$ cat src/rtl/heartbeat_sequencer_if.sv
// Control and step-code bundle between the board buttons/period source and the
// heartbeat sequencer.
//
// Signals:
//   start, stop, pause  level controls into the sequencer
//   oneshot             playback mode, sampled when start is taken
//   period_in/period_ld new step period and its load strobe (honoured only in IDLE)
//   step                4-bit step code towards the pattern decoder
//   active              high while playing (RUN or PAUSE)
//   step_tick           one-cycle pulse in the cycle the step advances
//   done                one-cycle pulse on entry to DONE
//
// Modports: master drives the controls and reads the status, slave is the sequencer.
interface heartbeat_sequencer_if #(
    parameter int unsigned PRESC_W = 24
);
    logic               start;
    logic               stop;
    logic               pause;
    logic               oneshot;
    logic [PRESC_W-1:0] period_in;
    logic               period_ld;
    logic [3:0]         step;
    logic               active;
    logic               step_tick;
    logic               done;

    modport master (
        output start,
        output stop,
        output pause,
        output oneshot,
        output period_in,
        output period_ld,
        input  step,
        input  active,
        input  step_tick,
        input  done
    );

    modport slave (
        input  start,
        input  stop,
        input  pause,
        input  oneshot,
        input  period_in,
        input  period_ld,
        output step,
        output active,
        output step_tick,
        output done
    );
endinterface

$ cat src/rtl/heartbeat_sequencer.sv
// Heartbeat step sequencer.
//
// Divides clk into a programmable step period and walks a 4-bit step code
// 0..NUM_STEPS-1 for the heartbeat 7-segment pattern decoder. Playback is
// either continuous (loop) or one-shot, with pause/resume and stop. The step
// period register can only be loaded while idle, so it never changes mid-play.
//
// Ports:
//   clk    system clock, all state changes on the rising edge
//   rst_n  asynchronous active-low reset
//   bus    heartbeat_sequencer_if.slave: controls in, step/active/step_tick/done out
//
// Parameters:
//   PRESC_W         width of the prescaler and the period register
//   DEFAULT_PERIOD  reset value of the period register (clk cycles per step)
//   NUM_STEPS       pattern length, 2..16
//
// All outputs are registered. Control priority per cycle is
// stop > pause > start > period_ld; pause only has an effect while playing.
module heartbeat_sequencer #(
    parameter int unsigned PRESC_W        = 24,
    parameter int unsigned DEFAULT_PERIOD = 12500000,
    parameter int unsigned NUM_STEPS      = 12
) (
    input  logic                   clk,
    input  logic                   rst_n,
    heartbeat_sequencer_if.slave   bus
);

    localparam logic [3:0]         LAST_STEP   = 4'(NUM_STEPS - 1);
    localparam logic [PRESC_W-1:0] RESET_PERIOD = PRESC_W'(DEFAULT_PERIOD);
    localparam logic [PRESC_W-1:0] ONE          = PRESC_W'(1);

    typedef enum logic [1:0] {
        StIdle,
        StRun,
        StPause,
        StDone
    } state_e;

    state_e             state_q, state_d;
    logic [3:0]         step_q, step_d;
    logic [PRESC_W-1:0] presc_q, presc_d;
    logic [PRESC_W-1:0] period_q, period_d;
    logic               mode_q, mode_d;
    logic               active_q, active_d;
    logic               tick_q, tick_d;
    logic               done_q, done_d;

    logic               at_period;
    logic               at_last;

    // period_q is never 0 (a load of 0 is stored as 1), so period-1 cannot wrap.
    assign at_period = (presc_q == (period_q - ONE));
    assign at_last   = (step_q == LAST_STEP);

    always_comb begin
        state_d  = state_q;
        step_d   = step_q;
        presc_d  = presc_q;
        period_d = period_q;
        mode_d   = mode_q;
        tick_d   = 1'b0;
        done_d   = 1'b0;

        if (bus.stop) begin
            // Abort wins over everything, including a coinciding tick.
            state_d = StIdle;
            step_d  = 4'd0;
            presc_d = '0;
        end else begin
            case (state_q)
                StIdle, StDone: begin
                    step_d  = 4'd0;
                    presc_d = '0;
                    if (bus.start) begin
                        state_d = StRun;
                        mode_d  = bus.oneshot;
                    end else if ((state_q == StIdle) && bus.period_ld) begin
                        period_d = (bus.period_in == '0) ? ONE : bus.period_in;
                    end
                end

                StRun, StPause: begin
                    if (bus.pause) begin
                        // Freeze step and prescaler; a due tick waits for resume.
                        state_d = StPause;
                    end else begin
                        // The cycle that leaves PAUSE counts like a normal RUN
                        // cycle, so a pause costs exactly the cycles it was held.
                        state_d = StRun;
                        if (at_period) begin
                            presc_d = '0;
                            tick_d  = 1'b1;
                            if (!at_last) begin
                                step_d = step_q + 4'd1;
                            end else begin
                                step_d = 4'd0;
                                if (mode_q) begin
                                    state_d = StDone;
                                    done_d  = 1'b1;
                                end
                            end
                        end else begin
                            presc_d = presc_q + ONE;
                        end
                    end
                end

                default: begin
                    state_d = StIdle;
                    step_d  = 4'd0;
                    presc_d = '0;
                end
            endcase
        end

        active_d = (state_d == StRun) || (state_d == StPause);
    end

    always_ff @(posedge clk or negedge rst_n) begin
        if (!rst_n) begin
            state_q  <= StIdle;
            step_q   <= 4'd0;
            presc_q  <= '0;
            period_q <= RESET_PERIOD;
            mode_q   <= 1'b0;
            active_q <= 1'b0;
            tick_q   <= 1'b0;
            done_q   <= 1'b0;
        end else begin
            state_q  <= state_d;
            step_q   <= step_d;
            presc_q  <= presc_d;
            period_q <= period_d;
            mode_q   <= mode_d;
            active_q <= active_d;
            tick_q   <= tick_d;
            done_q   <= done_d;
        end
    end

    assign bus.step      = step_q;
    assign bus.active    = active_q;
    assign bus.step_tick = tick_q;
    assign bus.done      = done_q;

endmodule

$ cat src/flat_wrapper.sv
// flat-port wrapper written by rule: the top's interface ports become plain ports
module heartbeat_sequencer_flat 
#(
    parameter int unsigned PRESC_W        = 24,
    parameter int unsigned DEFAULT_PERIOD = 12500000,
    parameter int unsigned NUM_STEPS      = 12
)
  (clk, rst_n, bus_start, bus_stop, bus_pause, bus_oneshot, bus_period_in, bus_period_ld, bus_step, bus_active, bus_step_tick, bus_done);
  heartbeat_sequencer_if #(.PRESC_W(PRESC_W)) bus_i ();
  input  logic clk;
  input  logic rst_n;
  input wire logic [$bits(bus_i.start)-1:0] bus_start;
  input wire logic [$bits(bus_i.stop)-1:0] bus_stop;
  input wire logic [$bits(bus_i.pause)-1:0] bus_pause;
  input wire logic [$bits(bus_i.oneshot)-1:0] bus_oneshot;
  input wire logic [$bits(bus_i.period_in)-1:0] bus_period_in;
  input wire logic [$bits(bus_i.period_ld)-1:0] bus_period_ld;
  output wire logic [$bits(bus_i.step)-1:0] bus_step;
  output wire logic [$bits(bus_i.active)-1:0] bus_active;
  output wire logic [$bits(bus_i.step_tick)-1:0] bus_step_tick;
  output wire logic [$bits(bus_i.done)-1:0] bus_done;
  assign bus_i.start = bus_start;
  assign bus_i.stop = bus_stop;
  assign bus_i.pause = bus_pause;
  assign bus_i.oneshot = bus_oneshot;
  assign bus_i.period_in = bus_period_in;
  assign bus_i.period_ld = bus_period_ld;
  assign bus_step = bus_i.step;
  assign bus_active = bus_i.active;
  assign bus_step_tick = bus_i.step_tick;
  assign bus_done = bus_i.done;
  heartbeat_sequencer #(.PRESC_W(PRESC_W), .DEFAULT_PERIOD(DEFAULT_PERIOD), .NUM_STEPS(NUM_STEPS)) u_core (.clk(clk), .rst_n(rst_n), .bus(bus_i));
endmodule
$ cat config.mk
export PLATFORM = sky130hd
export DESIGN_NAME = heartbeat_sequencer_flat
export DESIGN_NICKNAME = d
export VERILOG_FILES = /design/src/rtl/heartbeat_sequencer_if.sv /design/src/rtl/heartbeat_sequencer.sv /design/src/flat_wrapper.sv
export SDC_FILE = /design/constraint.sdc
export NUM_CORES = 1
export LEC_CHECK = 0
export CAP_MARGIN = 10
export CELL_PAD_IN_SITES_DETAIL_PLACEMENT = 2
export CELL_PAD_IN_SITES_GLOBAL_PLACEMENT = 2
export CORE_ASPECT_RATIO = 0.5
export CORE_MARGIN = 5
export CORE_UTILIZATION = 32
export DETAILED_ROUTE_END_ITERATION = 10
export GPL_TIMING_DRIVEN = 0
export MAX_ROUTING_LAYER = met4
export PLACE_DENSITY = 0.79
export REMOVE_ABC_BUFFERS = 1
export SLEW_MARGIN = 25
export SYNTH_ARGS = -nofsm -noshare
export SYNTH_HDL_FRONTEND = slang
export SYNTH_SLANG_ARGS = --single-unit
export TNS_END_PERCENT = 100
$ cat constraint.sdc
create_clock -name clk -period 3.16 [get_ports clk]
set_input_delay 0.632 -clock clk [delete_from_list [all_inputs] [get_ports clk]]
set_output_delay 0.632 -clock clk [all_outputs]
set_load 0.05 [all_outputs]
# Word level (Yosys, flattened, before mapping)
# Index checks and enable logic that the tools add are counted.
# totals
reg_bits,58
output_inout_bits,7
word_cells,58
in_bits,31
# op_classes
bitwise,2
eq_ne,9
addsub,3
n_reduce_logical,9
n_mux,27
# op_table
op,n
$mux 24,4
$pmux 24 s2,1
$add 24x1->24 const B,1
$eq 24x24->1,1
$logic_not 24->1,1
$sub 24x1->24 const B,1
$mux 4,4
$mux 2,6
$mux 1,10
$pmux 4 s2,1
$eq 2x2->1 const B,3
$add 4x1->4 const B,1
$eq 2x1->1 const B,2
$eq 4x4->1 const B,1
$pmux 2 s2,1
$reduce_and 4->1,1
$reduce_or 2->1,2
$ne 3x2->1 const B,1
$ne 3x3->1 const B,1
$reduce_and 3->1,1
$logic_not 2->1,1
$not 1->1,2
$reduce_and 2->1,1
$logic_and 1x1->1,1
$logic_or 1x1->1,1

# Depth between registers and ports, before layout
# Gate-level depths: netlist of the first run.
# depth
depth_word,8
depth_mapped,12
depth_no_buf,10

# Least setup slack after synthesis of the first run
# OpenSTA, ideal clock, no wires.
# synth_timing
path_kind,register -> register
startpoint,register u_core.period_q[4]
endpoint,register u_core.presc_q[10]
synth_period_minus_slack_ns,2.923
stages_incl_launch_ff,10
slack_ns,0.237
t_required_ns,3.039
n_path_buf,2
arrival_ns,2.802
setup_time_ns,0.121
cell_sequence,dfrtp_1 nor3_1 nand3_1 or3_1 a2111o_1 nand4b_1 clkbuf_1 o31ai_1 buf_2 nor2_1
# synth_via
elab_chain_cells,6
# synth_rtl
item,line,rtl
"start, declared",heartbeat_sequencer.sv:44,"logic [PRESC_W-1:0] period_q, period_d;"
"start signal, assigned",heartbeat_sequencer.sv:135,period_q <= period_d;
$sub 24x1->24,heartbeat_sequencer.sv:54,assign at_period = (presc_q == (period_q - ONE));
$eq 24x24->1,heartbeat_sequencer.sv:54,
$mux 24,heartbeat_sequencer.sv:92,if (at_period) begin
$mux 24,heartbeat_sequencer.sv:85,if (bus.pause) begin
$pmux 24 s2,heartbeat_sequencer.sv:72,case (state_q)
$mux 24,heartbeat_sequencer.sv:66,if (bus.stop) begin
"end signal, assigned",heartbeat_sequencer.sv:134,presc_q <= presc_d;
"end, declared",heartbeat_sequencer.sv:43,"logic [PRESC_W-1:0] presc_q, presc_d;"
# Every way passes these cells. The select of a mux whose other input is x is not followed.
# A chain may end at the register's enable or synchronous reset.

# Worst setup path in the final report of the first run
# layout_timing
startpoint,register u_core.period_q[11]
endpoint,"register u_core.active_q, in the netlist u_core.bus.active"
# layout_via
elab_chain_cells,8
word_cells_on_any_way,9
cone_classes,add/sub (1); eq/ne (3); mux (4); reduce/logical (1)
# layout_rtl
item,line,rtl
$sub 24x1->24 *,heartbeat_sequencer.sv:54,
$eq 24x24->1 *,heartbeat_sequencer.sv:54,
$mux 2 *,heartbeat_sequencer.sv:92,
$mux 2 *,heartbeat_sequencer.sv:85,
$pmux 2 s2 *,heartbeat_sequencer.sv:72,
$mux 2 *,heartbeat_sequencer.sv:66,
$eq 2x1->1 / $eq 2x2->1 (equally long branches),heartbeat_sequencer.sv:118,active_d = (state_d == StRun) || (state_d == StPause);
$logic_or 1x1->1 *,heartbeat_sequencer.sv:118,
net u_core.active_d,heartbeat_sequencer.sv:46,"logic active_q, active_d;"
"end signal, assigned",heartbeat_sequencer.sv:137,active_q <= active_d;
"end, declared",heartbeat_sequencer.sv:46,
# Mark *: on every way through the listed nets, which the timed path passes. The rest lies on a longest branch.

==> impl_metrics.env, run 1 <==
export IMPL_run_status="completed"
export IMPL_clock_sinks=58
export IMPL_hold_path_class="in -> async"
export IMPL_critPathCaptureType="flop"
export IMPL_cts_buffers=9
export IMPL_finalHoldViolCount=0
export IMPL_core_area_sq_mm=0.0108
export IMPL_required_ps=3380
export IMPL_syn_avg_cell_area_sq_um=9.49
export IMPL_routedWlPerCell_um=20.5
export IMPL_ys_flop_type="dfrtp_1"
export IMPL_grt_overflow_total=0
export IMPL_r2r_start="u_core.period_q[11]$_DFFE_PN1P_"
export IMPL_port_buffers=37
export IMPL_synthAdderAreaFrac=0.0143
export IMPL_worstSkewPairLatency_ps=340
export IMPL_ios=38
export IMPL_grt_pass1_wl_um=18400
export IMPL_p_sw_frac=0.383
export IMPL_totalWireLength_um=11700
export IMPL_nFillCells=1140
export IMPL_synthMuxAreaShare=0.0766
export IMPL_fin_hold_ws_ps=212
export IMPL_diodes=0
export IMPL_crit_type="reg -> reg"
export IMPL_dp_hpwl_um=7540
export IMPL_cts_buffer_depth=2
export IMPL_antenna_found_initial=0
export IMPL_vias=3094
export IMPL_firstDrtPassIters=6
export IMPL_drive_above_1_share=0.239
export IMPL_rows=27
export IMPL_fin_crit_sh=0.992
export IMPL_utilization=0.424
export IMPL_seq_area_frac_synth=0.418
export IMPL_met1Wirelength_um=5470
export IMPL_tightest_slew_ps=914
export IMPL_drv_cap=0
export IMPL_synth_cell_types=52
export IMPL_setup_violations=0
export IMPL_routed_top_layer="met4"
export IMPL_crit_fanout=6
export IMPL_synth_cells=370
export IMPL_startpoint="u_core.period_q[11]$_DFFE_PN1P_"
export IMPL_start_kind="flop"
export IMPL_power_share_clock=0.262
export IMPL_cts_tree="built"
export IMPL_synth_compound_gate_area_share=0.0881
export IMPL_grt_pass1_vias=3486
export IMPL_cts_root_buf="clkbuf_16"
export IMPL_async_reset_ff_frac=1.00
export IMPL_first_iter_violations=108
export IMPL_clk_pin_slew_worst_paths_ps=50
export IMPL_viasPerCell=5.41
export IMPL_fin_crit_ps=3140
export IMPL_p_leak_nw=1.68
export IMPL_power_internal_mw=2.22
export IMPL_start_util=0.324
export IMPL_globalplace_congestion=0.777
export IMPL_power_switching_mw=1.38
export IMPL_powerDensity_mw_per_mm2=782
export IMPL_wl_met3_um=360
export IMPL_cp_arrival_ps=3350
export IMPL_drc=0
export IMPL_grt_max_degree=33
export IMPL_netlist_area_sq_mm=0.00351
export IMPL_hold_buffers=0
export IMPL_synth_xor_area_frac=0.130
export IMPL_dieArea_sq_mm=0.0133
export IMPL_postRouteAntennaNets=0
export IMPL_clock_fmax_ghz=0.319
export IMPL_cts_htree_levels=3
export IMPL_die_w_um=158
export IMPL_synth_edff_count=0
export IMPL_relSlewSlack=0.385
export IMPL_seqPwrFrac=0.369
export IMPL_irDropWorstVdd_mv=0.282
export IMPL_maxSlewViolCount=0
export IMPL_fp_dieH_um=84.1
export IMPL_finClkSkew_ps=7.19
export IMPL_combPwrFrac=0.370
export IMPL_synthSimpleGateAreaFrac=0.241
export IMPL_synth_top_family_by_area="simple AND/OR/NAND/NOR gates"
export IMPL_grt_usage=0.183
export IMPL_area_delta_synth_final_pct=30.9
export IMPL_wl_met2_um=5740
export IMPL_ys_seq_elements=58
export IMPL_nets=457
export IMPL_ys_warnings_count=0
==> registers in the layout (all words and copies together), names as in the netlist <==
name and count:
u_core.bus.step 4, u_core.state_q 2, u_core.bus.step_tick 1, u_core.bus.active 1
u_core.bus.done 1, u_core.mode_q 1, u_core.period_q 24, u_core.presc_q 24
==> what timing repair did <==
item | in CTS | in global routing
pin swaps | 2 | 10
gates cloned | 0 | 1
setup buffers | 7 | 8
setup endpoints to repair | 32 | 24
resized for setup | 10 | 20
hold endpoints to repair | 0 | 0
==> area by class of cell <==
class | count | area (sq um) | share of cell area
timing repair buffer | 58 | 534 | 0.116
clock inverter | 2 | 10.0 | 0.00218
tap | 145 | 181 | 0.0395
sequential | 58 | 1470 | 0.320
multi-input combinational | 285 | 2090 | 0.454
clock buffer | 14 | 274 | 0.0596
inverter | 10 | 37.5 | 0.00817
==> layer usage <==
metal	up-vias	global-route usage
met1	1593	0.229
met3	20	0.0435
li1	1439	-
met5	-	-
met2	42	0.294
met4	0	0.0580
==> path summary, 6_finish.rpt <==
kind / to / cells past startpoint / slack (ps)
worst max-delay path: u_core.bus.active$_DFF_PN0_ / 8 / 20
min in group clk: u_core.mode_q$_DFFE_PN0P_ / 1 / 510
max in group asynchronous: u_core.period_q[5]$_DFFE_PN1P_ / 2 / 2360
worst min register to register: u_core.mode_q$_DFFE_PN0P_ / 1 / 510
worst min-delay path: u_core.bus.step_tick$_DFF_PN0_ / 1 / 210
worst max register to register: u_core.bus.active$_DFF_PN0_ / 8 / 20
==> per-stage QoR <==
step | power, mW | setup WS, ps | cells | area [sq um] | setup TNS, ps
final | 3.59 | 24.9 | 572 | 4590 | 0
after global routing | 3.82 | -67.2 | 572 | 4590 | -729
after CTS | 3.42 | 9.14 | 563 | 4440 | 0
after detailed placement | 2.37 | -836 | 540 | 4050 | -22510
after global placement | 2.28 | -2480 | 534 | 3980 | -138730
after floorplan | 1.97 | -641 | 352 | 3430 | -26770
==> cells in the final DEF (no fill, tap or decap), types with 11 or more instances in the layout <==
| cell type | netlist | routed |
|---|---|---|
| dfrtp_1 | 46 | 42 |
| nor2_1 | 41 | 41 |
| clkdlybuf4s50_1 | 0 | 35 |
| xnor2_1 | 30 | 30 |
| mux2_2 | 23 | 23 |
| xor2_1 | 22 | 22 |
| nand2_1 | 18 | 18 |
| nand3_1 | 18 | 17 |
| buf_4 | 0 | 16 |
| o21ai_0 | 13 | 13 |
| dfstp_2 | 12 | 12 |
| nor3_1 | 15 | 11 |
==> Yosys cell counts (5+ instances only) <==
cell type,n,area share
a21oi_1,11,0.016
nand4_1,10,0.018
nor4_1,12,0.021
or4_1,5,0.011
dfstp_2,12,0.090
inv_1,10,0.011
mux2_2,23,0.074
xnor2_1,30,0.075
o21ai_0,13,0.019
nand3_1,18,0.026
clkbuf_1,14,0.015
nor2b_1,6,0.011
nand2_1,18,0.019
nor2_1,41,0.044
dfrtp_1,46,0.33
xor2_1,22,0.055
nor3_1,15,0.021
or3_1,8,0.014
==> power groups by stage <==
stage	combinational, mW	sequential (mW)	clock (mW)
2_1_floorplan	0.777	1.19	0
3_3_place_gp	1.01	1.27	0
3_5_place_dp	1.09	1.28	0
4_1_cts	1.17	1.29	0.958
5_1_grt	1.45	1.36	1.01
6_report	1.33	1.32	0.942
==> critical path, cell delays in order, from the launching register on <==
cell      delay, ps
dfstp_2         400
or4_4           580
or3_1           430
nor4_4          320
o21ai_0         160
o211ai_1        280
o21ai_4         170
or3_4           390
o31a_1          270
==> kinds of logic after synthesis <==
logic type / after synthesis
fa+ha+maj: 4
xor+xnor: 52
mux: 24
compound gates: 48
simple gates: 156
buf+inv: 28
flops: 58
No activity file was read; power rests on OpenSTA's default activity.
==> inputs of run 2 (changes only) <==
--- a/config.mk
+++ b/config.mk
@@ -8,13 +8,15 @@
 export CAP_MARGIN = 10
 export CELL_PAD_IN_SITES_DETAIL_PLACEMENT = 2
 export CELL_PAD_IN_SITES_GLOBAL_PLACEMENT = 2
-export CORE_ASPECT_RATIO = 0.5
+export CORE_ASPECT_RATIO = 1.25
 export CORE_MARGIN = 5
 export CORE_UTILIZATION = 32
 export DETAILED_ROUTE_END_ITERATION = 10
 export GPL_TIMING_DRIVEN = 0
+export HOLD_SLACK_MARGIN = 0.1
 export MAX_ROUTING_LAYER = met4
 export PLACE_DENSITY = 0.79
+export RECOVER_POWER = 50
 export REMOVE_ABC_BUFFERS = 1
 export SLEW_MARGIN = 25
 export SYNTH_ARGS = -nofsm -noshare
==> impl_metrics.env, run 2 (synthesis results as in run 1) <==
export IMPL_run_status="completed"
export IMPL_postRouteAntennaNets=0
export IMPL_area_delta_synth_final_pct=29.0
export IMPL_r2r_cells=8
export IMPL_cts_buffer_depth=2
export IMPL_crit_fanout=8
export IMPL_nets=455
export IMPL_ios=38
export IMPL_crit_path_cell_trace="or4_4 -> or4_4 -> or3_1 -> o311ai_1 -> or2_4 -> o21ai_4 -> or3_4 -> o31a_1"
export IMPL_critPathCaptureType="flop"
export IMPL_finClkSkew_ps=7.39
export IMPL_clk_pin_slew_worst_paths_ps=50
export IMPL_first_iter_violations=86
export IMPL_power_internal_mw=2.23
export IMPL_setup_slack_ps=70.8
export IMPL_maxSlewViolCount=0
export IMPL_hold_buffers=0
export IMPL_relSlewSlack=0.251
export IMPL_clock_sinks=58
export IMPL_antenna_found_initial=0
export IMPL_drive_above_1_share=0.221
export IMPL_drc=0
export IMPL_worstSkewPairLatency_ps=330
export IMPL_powerDensity_mw_per_mm2=793
export IMPL_fin_crit_ps=3090
export IMPL_diodes=0
export IMPL_required_ps=3370
export IMPL_place_inst=527
export IMPL_layout_common_cells="44 x dfrtp_1, 41 x nor2_1, 34 x clkdlybuf4s50_1"
export IMPL_crit_top_cell="or4_4"
export IMPL_cts_tree="built"
export IMPL_totalWireLength_um=11400
export IMPL_cts_buffers=9
export IMPL_r2r_start="u_core.period_q[10]$_DFFE_PN1P_"
export IMPL_critPathMaxStageDelay_ps=580
export IMPL_dieArea_sq_mm=0.0132
export IMPL_final_common_cell="dfrtp_1"
export IMPL_grt_max_degree=40
export IMPL_port_buffers=37
export IMPL_cts_root_buf="clkbuf_16"
export IMPL_power_share_clock=0.265
export IMPL_utilization=0.424
export IMPL_grt_usage=0.173
export IMPL_grt_pass1_wl_um=17900
export IMPL_tightest_slew_ps=1120
export IMPL_grt_pass1_vias=3476
export IMPL_seqPwrFrac=0.368
export IMPL_cts_htree_levels=3
export IMPL_setup_violations=0
export IMPL_viasPerCell=5.55
export IMPL_vias=3093
export IMPL_p_sw_frac=0.380
export IMPL_start_kind="flop"
export IMPL_finalHoldViolCount=0
export IMPL_irDropWorstVdd_mv=0.294
export IMPL_cpMaxStageDelayCell="or4_4"
export IMPL_firstDrtPassIters=4
export IMPL_cp_arrival_ps=3300
export IMPL_combPwrFrac=0.368
export IMPL_clock_fmax_ghz=0.324
export IMPL_globalplace_congestion=0.750
export IMPL_dp_hpwl_um=7790
export IMPL_crit_type="reg -> reg"
export IMPL_start_util=0.329
export IMPL_place_ws_ps=-894
export IMPL_grt_overflow_total=0
export IMPL_r2r_end="u_core.bus.active$_DFF_PN0_"
export IMPL_routedWlPerCell_um=20.4
export IMPL_ff2ff_setup_slack_ps=70
export IMPL_fin_crit_sh=0.978
export IMPL_core_area_sq_mm=0.0107
export IMPL_hold_path_class="in -> async"
export IMPL_drv_cap=0
export IMPL_power_switching_mw=1.36
export IMPL_die_w_um=104
export IMPL_rows=42
export IMPL_layout_cells_non_filler=557
export IMPL_fp_dieH_um=127
export IMPL_p_leak_nw=1.66
run 2: worst max-delay path: cells and delay by family, from the launching register on:
family | cells | cell delay [ps]
AO/OA/AOI/OAI | 3 | 440
AND/OR/NAND/NOR | 5 | 2100
flip-flops | 1 | 410
run 2: final cells by class:
cell class              count  area [sq um]
inverters                  10          37.5
flip-flops and latches     58          1470
clock inverters             2          10.0
fillers                  1143          6140
multi-input cells         285          2060
repair buffers             56           498
clock buffers              14           284
well taps                 132           165
run 2: worst max-delay path by stage:
stage | start | end | cells past startpoint
after CTS | u_core.period_q[4]$_DFFE_PN0P_ | u_core.bus.step[3]$_DFFE_PN0P_ | 9
final | u_core.period_q[10]$_DFFE_PN1P_ | u_core.bus.active$_DFF_PN0_ | 8
after floorplan | u_core.period_q[4]$_DFFE_PN0P_ | u_core.presc_q[10]$_DFFE_PN0P_ | 7
after global placement | bus_stop | u_core.period_q[0]$_DFFE_PN0P_ | 4
after global routing | u_core.period_q[2]$_DFFE_PN0P_ | u_core.bus.step[3]$_DFFE_PN0P_ | 9
after detailed placement | u_core.period_q[4]$_DFFE_PN0P_ | u_core.presc_q[15]$_DFFE_PN0P_ | 8
run 2: through the flow:
step	hold WS (ps)	cell area, sq um	setup TNS (ps)	total power [mW]
2_1_floorplan	336	3430	-26770	1.97
3_3_place_gp	493	3970	-133310	2.28
3_5_place_dp	500	4040	-23230	2.38
4_1_cts	180	4420	0	3.45
5_1_grt	533	4530	-59.4	3.80
6_report	499	4530	0	3.59
run 2: power groups by stage:
stage	registers, mW	logic (mW)	clock network, mW
floorplan	1.19	0.777	0
global placement	1.26	1.01	0
detailed placement	1.28	1.10	0
CTS	1.29	1.18	0.977
global route	1.35	1.43	1.01
finish	1.32	1.32	0.950
run 2: per-layer routing:
| metal | track usage | wire length (um) | part of all wire |
|---|---|---|---|
| met5 | - | 0 | 0 |
| met4 | 0.0534 | 139 | 0.012 |
| met3 | 0.0388 | 289 | 0.025 |
| met2 | 0.309 | 6080 | 0.53 |
| met1 | 0.193 | 4880 | 0.43 |
run 2: timing repair:
action | in CTS | in global routing
endpoints found under the setup margin | 32 | 32
gates cloned | 0 | 1
gates resized for setup | 10 | 12
pin swaps | 2 | 6
buffers inserted | 4 | 9
